[config.mk]
export PLATFORM = sky130hd
export DESIGN_NAME = packet_boundary_tracker_flat
export DESIGN_NICKNAME = d
export VERILOG_FILES = /design/src/rtl/pkt_filter_pkg.sv /design/src/rtl/packet_boundary_tracker_if.sv /design/src/rtl/packet_boundary_tracker.sv /design/src/flat_wrapper.sv
export SDC_FILE = /design/constraint.sdc
export NUM_CORES = 1
export LEC_CHECK = 0
export CAP_MARGIN = 25
export CORE_MARGIN = 8
export CORE_UTILIZATION = 25
export CTS_BUF_LIST = sky130_fd_sc_hd__clkbuf_8
export DETAILED_ROUTE_END_ITERATION = 7
export SLEW_MARGIN = 20
export SYNTH_ARGS = -nofsm -noshare
export SYNTH_HDL_FRONTEND = slang
export SYNTH_SLANG_ARGS = --single-unit
[constraint.sdc]
create_clock -name i_clk -period 5.49 [get_ports i_clk]
set_clock_uncertainty 0.15 [all_clocks]
set_input_delay 1.098 -clock i_clk [delete_from_list [all_inputs] [get_ports i_clk]]
set_output_delay 1.098 -clock i_clk [all_outputs]
set_load 0.03 [all_outputs]
[src/rtl/pkt_filter_pkg.sv]
// Shared definitions for the packet framing blocks: token encodings, tracker
// states and packet length width.
package pkt_filter_pkg;

  localparam int PKT_LEN_WIDTH = 11;

  localparam logic [2:0] TOK_STP = 3'd0;
  localparam logic [2:0] TOK_SDP = 3'd1;
  localparam logic [2:0] TOK_IDL = 3'd2;
  localparam logic [2:0] TOK_INV = 3'd3;
  localparam logic [2:0] TOK_EDS = 3'd4;

  typedef enum logic [2:0] {
    ST_IDLE = 3'd0,
    ST_TLP  = 3'd1,
    ST_DLLP = 3'd2,
    ST_EOS  = 3'd3,
    ST_ERR  = 3'd4
  } state_t;

  function automatic logic [15:0] sat_inc(input logic [15:0] value, input logic en);
    return (en && value != 16'hFFFF) ? value + 16'd1 : value;
  endfunction

endpackage

[src/rtl/packet_boundary_tracker_if.sv]
// DW stream in, framed DW qualifiers out. The stats counters exist only when
// PKT_TRACKER_STATS_EN is defined.
interface packet_boundary_tracker_if #(
  parameter int FRAME_DEPTH  = 4,
  parameter int SYMBOL_WIDTH = 8
);
  localparam int DATA_W = FRAME_DEPTH * SYMBOL_WIDTH;

  logic              i_valid;
  logic [0:DATA_W-1] i_data;
  logic [2:0]        i_token_type;
  logic              i_block_start;

  logic [0:DATA_W-1] o_data;
  logic              o_tlp_valid;
  logic              o_tlp_sop;
  logic              o_tlp_eop;
  logic              o_dllp_valid;
  logic              o_dllp_sop;
  logic              o_dllp_eop;
  logic              o_eds;
  logic              o_framing_err;
`ifdef PKT_TRACKER_STATS_EN
  logic [15:0]       o_tlp_cnt;
  logic [15:0]       o_dllp_cnt;
  logic [15:0]       o_err_cnt;
`endif

  modport master (
    output i_valid, i_data, i_token_type, i_block_start,
    input  o_data, o_tlp_valid, o_tlp_sop, o_tlp_eop,
    input  o_dllp_valid, o_dllp_sop, o_dllp_eop, o_eds, o_framing_err
`ifdef PKT_TRACKER_STATS_EN
    , input o_tlp_cnt, o_dllp_cnt, o_err_cnt
`endif
  );

  modport slave (
    input  i_valid, i_data, i_token_type, i_block_start,
    output o_data, o_tlp_valid, o_tlp_sop, o_tlp_eop,
    output o_dllp_valid, o_dllp_sop, o_dllp_eop, o_eds, o_framing_err
`ifdef PKT_TRACKER_STATS_EN
    , output o_tlp_cnt, o_dllp_cnt, o_err_cnt
`endif
  );

endinterface

[src/rtl/packet_boundary_tracker.sv]
// Tracks TLP/DLLP boundaries in a framed DW stream. Optional packet/error
// counters are built in when PKT_TRACKER_STATS_EN is defined.
//
//   state   | meaning
//   IDLE    | between packets, classifying each valid DW by token type
//   TLP     | inside a TLP, rem DWs still to come
//   DLLP    | after an SDP, waiting for the second DLLP DW
//   EOS     | after EDS, waiting for the next block start
//   ERR     | after a framing error, waiting for the next block start
module packet_boundary_tracker
  import pkt_filter_pkg::*;
#(
  parameter int FRAME_DEPTH  = 4,
  parameter int SYMBOL_WIDTH = 8
) (
  input logic i_clk,
  input logic i_rst,
  packet_boundary_tracker_if.slave bus
);

  localparam int DATA_W = FRAME_DEPTH * SYMBOL_WIDTH;

  state_t                   state;
  logic [PKT_LEN_WIDTH-1:0] rem;
  logic [PKT_LEN_WIDTH-1:0] len;
  logic [0:DATA_W-1]        data_q;
  logic                     take_token;

  assign len = {bus.i_data[9:15], bus.i_data[0:3]};
  // A block-start DW that ends EOS/ERR is itself classified as if in IDLE.
  assign take_token = (state == ST_IDLE) ||
                      (((state == ST_EOS) || (state == ST_ERR)) && bus.i_block_start);
  assign bus.o_data = data_q;

  always_ff @(posedge i_clk) begin
    if (i_rst) begin
      state             <= ST_IDLE;
      rem               <= '0;
      data_q            <= '0;
      bus.o_tlp_valid   <= 1'b0;
      bus.o_tlp_sop     <= 1'b0;
      bus.o_tlp_eop     <= 1'b0;
      bus.o_dllp_valid  <= 1'b0;
      bus.o_dllp_sop    <= 1'b0;
      bus.o_dllp_eop    <= 1'b0;
      bus.o_eds         <= 1'b0;
      bus.o_framing_err <= 1'b0;
    end else begin
      data_q            <= bus.i_data;
      bus.o_tlp_valid   <= 1'b0;
      bus.o_tlp_sop     <= 1'b0;
      bus.o_tlp_eop     <= 1'b0;
      bus.o_dllp_valid  <= 1'b0;
      bus.o_dllp_sop    <= 1'b0;
      bus.o_dllp_eop    <= 1'b0;
      bus.o_eds         <= 1'b0;
      bus.o_framing_err <= 1'b0;
      if (bus.i_valid) begin
        if (take_token) begin
          case (bus.i_token_type)
            TOK_STP: begin
              if (len == '0) begin
                bus.o_framing_err <= 1'b1;
                state             <= ST_ERR;
              end else begin
                bus.o_tlp_valid <= 1'b1;
                bus.o_tlp_sop   <= 1'b1;
                rem             <= len - 1'b1;
                if (len == 11'd1) begin
                  bus.o_tlp_eop <= 1'b1;
                  state         <= ST_IDLE;
                end else begin
                  state <= ST_TLP;
                end
              end
            end
            TOK_SDP: begin
              bus.o_dllp_valid <= 1'b1;
              bus.o_dllp_sop   <= 1'b1;
              state            <= ST_DLLP;
            end
            TOK_IDL: state <= ST_IDLE;
            TOK_EDS: begin
              bus.o_eds <= 1'b1;
              state     <= ST_EOS;
            end
            default: begin
              bus.o_framing_err <= 1'b1;
              state             <= ST_ERR;
            end
          endcase
        end else if (state == ST_TLP) begin
          bus.o_tlp_valid <= 1'b1;
          rem             <= rem - 1'b1;
          if (rem == 11'd1) begin
            bus.o_tlp_eop <= 1'b1;
            state         <= ST_IDLE;
          end
        end else if (state == ST_DLLP) begin
          bus.o_dllp_valid <= 1'b1;
          bus.o_dllp_eop   <= 1'b1;
          state            <= ST_IDLE;
        end
      end
    end
  end

`ifdef PKT_TRACKER_STATS_EN
  // Counters follow the registered event pulses, so they lag them by a cycle.
  always_ff @(posedge i_clk) begin
    if (i_rst) begin
      bus.o_tlp_cnt  <= '0;
      bus.o_dllp_cnt <= '0;
      bus.o_err_cnt  <= '0;
    end else begin
      bus.o_tlp_cnt  <= sat_inc(bus.o_tlp_cnt, bus.o_tlp_eop);
      bus.o_dllp_cnt <= sat_inc(bus.o_dllp_cnt, bus.o_dllp_eop);
      bus.o_err_cnt  <= sat_inc(bus.o_err_cnt, bus.o_framing_err);
    end
  end
`endif

endmodule

[src/flat_wrapper.sv]
// flat-port wrapper written by rule: the top's interface ports become plain ports
module packet_boundary_tracker_flat import pkt_filter_pkg::*;
#(
  parameter int FRAME_DEPTH  = 4,
  parameter int SYMBOL_WIDTH = 8
)
  (i_clk, i_rst, bus_i_valid, bus_i_data, bus_i_token_type, bus_i_block_start, bus_o_data, bus_o_tlp_valid, bus_o_tlp_sop, bus_o_tlp_eop, bus_o_dllp_valid, bus_o_dllp_sop, bus_o_dllp_eop, bus_o_eds, bus_o_framing_err);
  packet_boundary_tracker_if #(.FRAME_DEPTH(FRAME_DEPTH), .SYMBOL_WIDTH(SYMBOL_WIDTH)) bus_i ();
  input logic i_clk;
  input logic i_rst;
  input wire logic [$bits(bus_i.i_valid)-1:0] bus_i_valid;
  input wire logic [$bits(bus_i.i_data)-1:0] bus_i_data;
  input wire logic [$bits(bus_i.i_token_type)-1:0] bus_i_token_type;
  input wire logic [$bits(bus_i.i_block_start)-1:0] bus_i_block_start;
  output wire logic [$bits(bus_i.o_data)-1:0] bus_o_data;
  output wire logic [$bits(bus_i.o_tlp_valid)-1:0] bus_o_tlp_valid;
  output wire logic [$bits(bus_i.o_tlp_sop)-1:0] bus_o_tlp_sop;
  output wire logic [$bits(bus_i.o_tlp_eop)-1:0] bus_o_tlp_eop;
  output wire logic [$bits(bus_i.o_dllp_valid)-1:0] bus_o_dllp_valid;
  output wire logic [$bits(bus_i.o_dllp_sop)-1:0] bus_o_dllp_sop;
  output wire logic [$bits(bus_i.o_dllp_eop)-1:0] bus_o_dllp_eop;
  output wire logic [$bits(bus_i.o_eds)-1:0] bus_o_eds;
  output wire logic [$bits(bus_i.o_framing_err)-1:0] bus_o_framing_err;
  assign bus_i.i_valid = bus_i_valid;
  assign bus_i.i_data = bus_i_data;
  assign bus_i.i_token_type = bus_i_token_type;
  assign bus_i.i_block_start = bus_i_block_start;
  assign bus_o_data = bus_i.o_data;
  assign bus_o_tlp_valid = bus_i.o_tlp_valid;
  assign bus_o_tlp_sop = bus_i.o_tlp_sop;
  assign bus_o_tlp_eop = bus_i.o_tlp_eop;
  assign bus_o_dllp_valid = bus_i.o_dllp_valid;
  assign bus_o_dllp_sop = bus_i.o_dllp_sop;
  assign bus_o_dllp_eop = bus_i.o_dllp_eop;
  assign bus_o_eds = bus_i.o_eds;
  assign bus_o_framing_err = bus_i.o_framing_err;
  packet_boundary_tracker #(.FRAME_DEPTH(FRAME_DEPTH), .SYMBOL_WIDTH(SYMBOL_WIDTH)) u_core (.i_clk(i_clk), .i_rst(i_rst), .bus(bus_i));
endmodule
Word-level counts from Yosys, hierarchy flattened
Index checks and enable logic that the tools add are counted.
{ "totals": {"register_bits": 54, "out_inout_bits": 40, "in_bits": 39, "elab_cells": 69} }
{ "op_classes": {"addsub": 2, "bitwise_logic": 2, "n_reduce_logical": 14, "mux": 28, "eq_ne": 12} }
{ "ops": {"columns": ["op", "n"], "rows": [
  ["2-to-1 mux 11 bit", 4],
  ["== test 11 x 1 -> 1 bit, second input constant", 2],
  ["subtractor 11 x 1 -> 11 bit, second input constant", 2],
  ["2-to-1 mux 1 bit", 17],
  ["2-to-1 mux 3 bit", 5],
  ["case mux 3 bit (4 select lines)", 1],
  ["logical NOT 11 bit", 1],
  ["== test 3 x 2 -> 1 bit, second input constant", 3],
  ["OR reduction 3 bit", 3],
  ["== test 3 x 1 -> 1 bit, second input constant", 2],
  ["== test 3 bit, second input constant", 2],
  ["logical NOT 3 bit", 2],
  ["inequality test 2 bit, second input constant", 2],
  ["AND reduction 4 bit", 1],
  ["inequality test 3 x 2 -> 1 bit, second input constant", 1],
  ["AND reduction 3 bit", 1],
  ["nonzero test 3 bit", 1],
  ["logical OR 1 bit", 2],
  ["inverter 1 bit", 2],
  ["case mux 1 bit (2 select lines)", 1],
  ["nonzero test 2 bit", 1],
  ["OR reduction 2 bit", 1],
  ["logical AND 1 bit", 1]
]} }

Logic depth before layout (Yosys ltp)
{ "depth": {"depth_word": 6, "ltp_mapped": 8, "mapped_depth_nobuf": 7} }

Worst setup path before layout
Ideal clock, no wire load.
{ "synth_timing": {"path_type": "in2reg", "startpoint": "input port bus_i_block_start", "endpoint": "register u_core.rem[7]", "t_required_ps": 5208, "t_arrival_ps": 2409, "n_path_buf": 1, "slack_ps": 2799, "setup_ps": 132, "path_stages": 6, "cell_sequence": "or3b_4 and3_4 buf_6 o2111ai_4 nand2b_1 o32ai_1"} }
{ "synth_via": {"elab_chain_cells": 4, "elab_cells_between_ends": 7, "cone_classes": "eq/ne: 2; mux: 1; reduce/logical: 4"} }
{ "synth_rtl": {"columns": ["item", "line", "source"], "rows": [
  ["start, declared", "flat_wrapper.sv:14", "input wire logic [$bits(bus_i.i_block_start)-1:0] bus_i_block_start;"],
  ["logical AND 1 bit *", "packet_boundary_tracker.sv:32", "(((state == ST_EOS) || (state == ST_ERR)) && bus.i_block_start);"],
  ["logical OR 1 bit *", "packet_boundary_tracker.sv:31", "assign take_token = (state == ST_IDLE) ||"],
  ["inequality test 2 bit (no source line) or nonzero test 2 bit (tied branches)", null, null],
  ["AND reduction 4 bit (no source line)", null, null],
  ["end signal, assigned", "packet_boundary_tracker.sv:68", "rem <= len - 1'b1;"],
  ["end signal, assigned", "packet_boundary_tracker.sv:94", "rem <= rem - 1'b1;"],
  ["end, declared", "packet_boundary_tracker.sv:24", "logic [PKT_LEN_WIDTH-1:0] rem;"]
]} }
Every way passes the cells marked *; elsewhere a longest branch is shown, timed or not.
A chain may end at the register's enable or synchronous reset.

Worst setup path after layout
{ "layout_timing": {"startpoint": "input port bus_i_block_start", "endpoint": "register u_core.rem[8]"} }
The elaborated chain is that of the path after synthesis.

==> results.toml <==
[run_status]
run_status = "finished, final reports clean"

[job]
maxCapViolations = 0

[logic_synthesis]
synth_cells = 234
muxShareOfSynthArea = 0.00440
ys_warn_count = 0
synthAdderAreaFrac = 0.0319
ys_dominant_reg_cell = "dfxtp_1"
ys_seq_elements = 54
netlist_area_mm2 = 0.00227
synth_top_family_by_area = "simple AND/OR/NAND/NOR gates"
synth_xor_area_frac = 0.0385
syn_avg_cell_area_um2 = 9.72
synth_area_leader_cell = "dfxtp_1"
yosys-top-cells-area = "dfxtp_1 48%, nor2b_1 8.3%, a21oi_1 3.1%"
synth-edff-count = 0
synth_compound_area_frac = 0.141
synth-simple-area-share = 0.270
yosysSeqAreaShare = 0.476
synth_cell_types = 55
synthesis.nets = 278
synthArstFlopShare = 0
synth_top_area_share = 0.476

[critical_path]
start_kind = "input port"
r2r_end = "u_core.rem[10]$_SDFFE_PP0P_"
worstSetupEndpointType = "register"
r2r_setup_slack_ps = 3140
rr_worst_depth = 7
slowest_stage = "clkdlybuf4s50_1"
critPathRequiredTime_ps = 5520
crit_chain = "clkdlybuf4s50_1 -> or3b_4 -> and3_4 -> o2111ai_4 -> nand2b_1 -> o32ai_1"
r2r-start = "u_core.rem[0]$_SDFFE_PP0P_"
crit_arrival_ps = 3210
path_class = "in -> reg"
crit_fanout = 17
slowest_delay_ps = 490

[timing]
layout_min_cycle_time_ps = 3180
hold_slack_ps = 355
slew-limit-headroom = 0.582
fin_crit_sh = 0.579
max_freq_ghz = 0.314
setup_violations = 0
timing.setup.tns_ps = 0
hold_viol = 0
worst_slack_ps = 2310
drv_slew = 0
rsz0062_at_grt = "false"
worst_pin_slew_ps = 625

[cts]
clkLatencyLatePin_ps = 300
clockRootBuffer = "clkbuf_8"
tritoncts = "built"
cts_hold_buffers = 0
cts_buffers = 5
path_clk_slew_ps = 90
htree_levels = 2
cts_post_setup_buffers_inserted = 0
clock-sinks = 54
cts_resized = 0
cts_max_path_buffers = 2

[grt]
track_usage = 0.0984
grt.met2_usage = 0.151
busiest_layer = "met2"
antenna_found_initial = 0
grt_first_pass_wirelength_mm = 10.0
grt_pass1_vias = 1920
use_met1 = 0.124
use_met3 = 0.0317
grt_max_degree = 44
overflow = 0

[final_layout]
drive_gt1_frac = 0.0511
nets = 356
layout_commonest_cell = "clkdlybuf4s50_1"
design_area_mm2 = 0.00326
layout_common_cells = "78 x clkdlybuf4s50_1, 54 x dfxtp_1, 30 x nor2b_1, 17 x nor2_1, 14 x a21oi_1"
stdcell_count = 424
syn_to_final_growth_pct = 43.5
antennaDiodeCount = 0

[die]
row_count = 35
ios = 79
start_util = 0.252
dieWidth_um = 111
dieArea_mm2 = 0.0124
die_height_um = 111
core-area_mm2 = 0.00902

[placed_design]
gp_congestion = 0.808
io_buffers = 78
hpwlAfterDp_mm = 4.51
dp_slack_ps = 1960
placed_area_mm2 = 0.00316
dp_cells = 416

[detailed_routing]
ant_nets = 0
drt_iter0_markers = 104
vias = 1900
drc = 0
avgRoutedWirePerCell_um = 14.0
vias_per_cell = 4.48
routed_wl_mm = 5.96
drt-pass1-iter-count = 4

[hold_path]
hp-class = "reg -> reg"
hold-path-cell-count = 2
min_from = "u_core.rem[10]$_SDFFE_PP0P_"
hold_end = "u_core.rem[10]$_SDFFE_PP0P_"

[pwr]
leakagePower_nw = 1.23
ir_drop_mv = 0.0828
p_per_area_mw_per_mm2 = 266
-- synthesized netlist by cell type, types with 5 or more instances --
cell / n
nor3b_1: 5
a21oi_1: 14
ha_1: 5
nor3_1: 10
inv_1: 11
xor2_1: 5
nand2_1: 7
clkbuf_1: 5
nor2_1: 17
xnor2_1: 5
nor2b_1: 30
dfxtp_1: 54
-- where the power goes --
part,internal [W],switching [W]
sequential,0.000412,0.0000116
clock,0.000133,0.000124
combinational,0.0000885,0.0000985
-- worst max-delay path: cells and delay by family --
family | cells | cell delay, ps
and+or+nand+nor | 3 | 1030
buffers and inverters | 1 | 490
AOI/OAI and AO/OA | 2 | 570
-- metal layers --
| layer | routed length (µm) | vias to the layer above |
|---|---|---|
| met3 | 426 | 8 |
| met5 | 0 | - |
| met2 | 2710 | 69 |
| li1 | - | 977 |
| met4 | 104 | 0 |
| met1 | 2720 | 846 |
-- sequential cells by signal (all words and copies together) (netlist names) --
register                  cells
u_core.bus.o_data            32
u_core.bus.o_dllp_eop         1
u_core.bus.o_dllp_sop         1
u_core.bus.o_dllp_valid       1
u_core.bus.o_eds              1
u_core.bus.o_framing_err      1
u_core.bus.o_tlp_eop          1
u_core.bus.o_tlp_sop          1
u_core.bus.o_tlp_valid        1
u_core.rem                   11
u_core.state                  3
-- kinds of logic (layout without fill, tap and decap cells) --
logic type / Yosys count / in the layout
AND/OR/NAND/NOR: 101 / 101
flip-flops: 54 / 54
AO/OA/AOI/OAI: 43 / 43
buffers and inverters: 19 / 98
XOR/XNOR: 10 / 10
adder cells (fa/ha/maj): 6 / 6
multiplexers: 1 / 1
-- final cells by class --
type                       instances  area (µm²)
clock buffer                       5        68.8
clock inverter                     3        37.5
fill                             904        5760
inverter                          11        41.3
multi-input combinational        161        1110
sequential                        54        1080
tap                              111         139
timing repair buffer              79         788
-- worst max-delay path by stage --
stage	cells past startpoint	to	startpoint
2_1_floorplan	6	u_core.rem[7]$_SDFFE_PP0P_	bus_i_block_start
6_report	6	u_core.rem[8]$_SDFFE_PP0P_	bus_i_block_start
4_1_cts	6	u_core.rem[7]$_SDFFE_PP0P_	bus_i_block_start
5_1_grt	6	u_core.rem[7]$_SDFFE_PP0P_	bus_i_data[17]
3_5_place_dp	6	u_core.rem[7]$_SDFFE_PP0P_	bus_i_block_start
3_3_place_gp	6	u_core.rem[10]$_SDFFE_PP0P_	bus_i_block_start
-- per-stage QoR --
step,power [W],util
6_report,0.000867,0.362
5_1_grt,0.000915,0.362
4_1_cts,0.000880,0.362
3_5_place_dp,0.000620,0.350
3_3_place_gp,0.000619,0.350
2_1_floorplan,0.000542,-
Note: power is estimated with default switching activity, not from simulation.
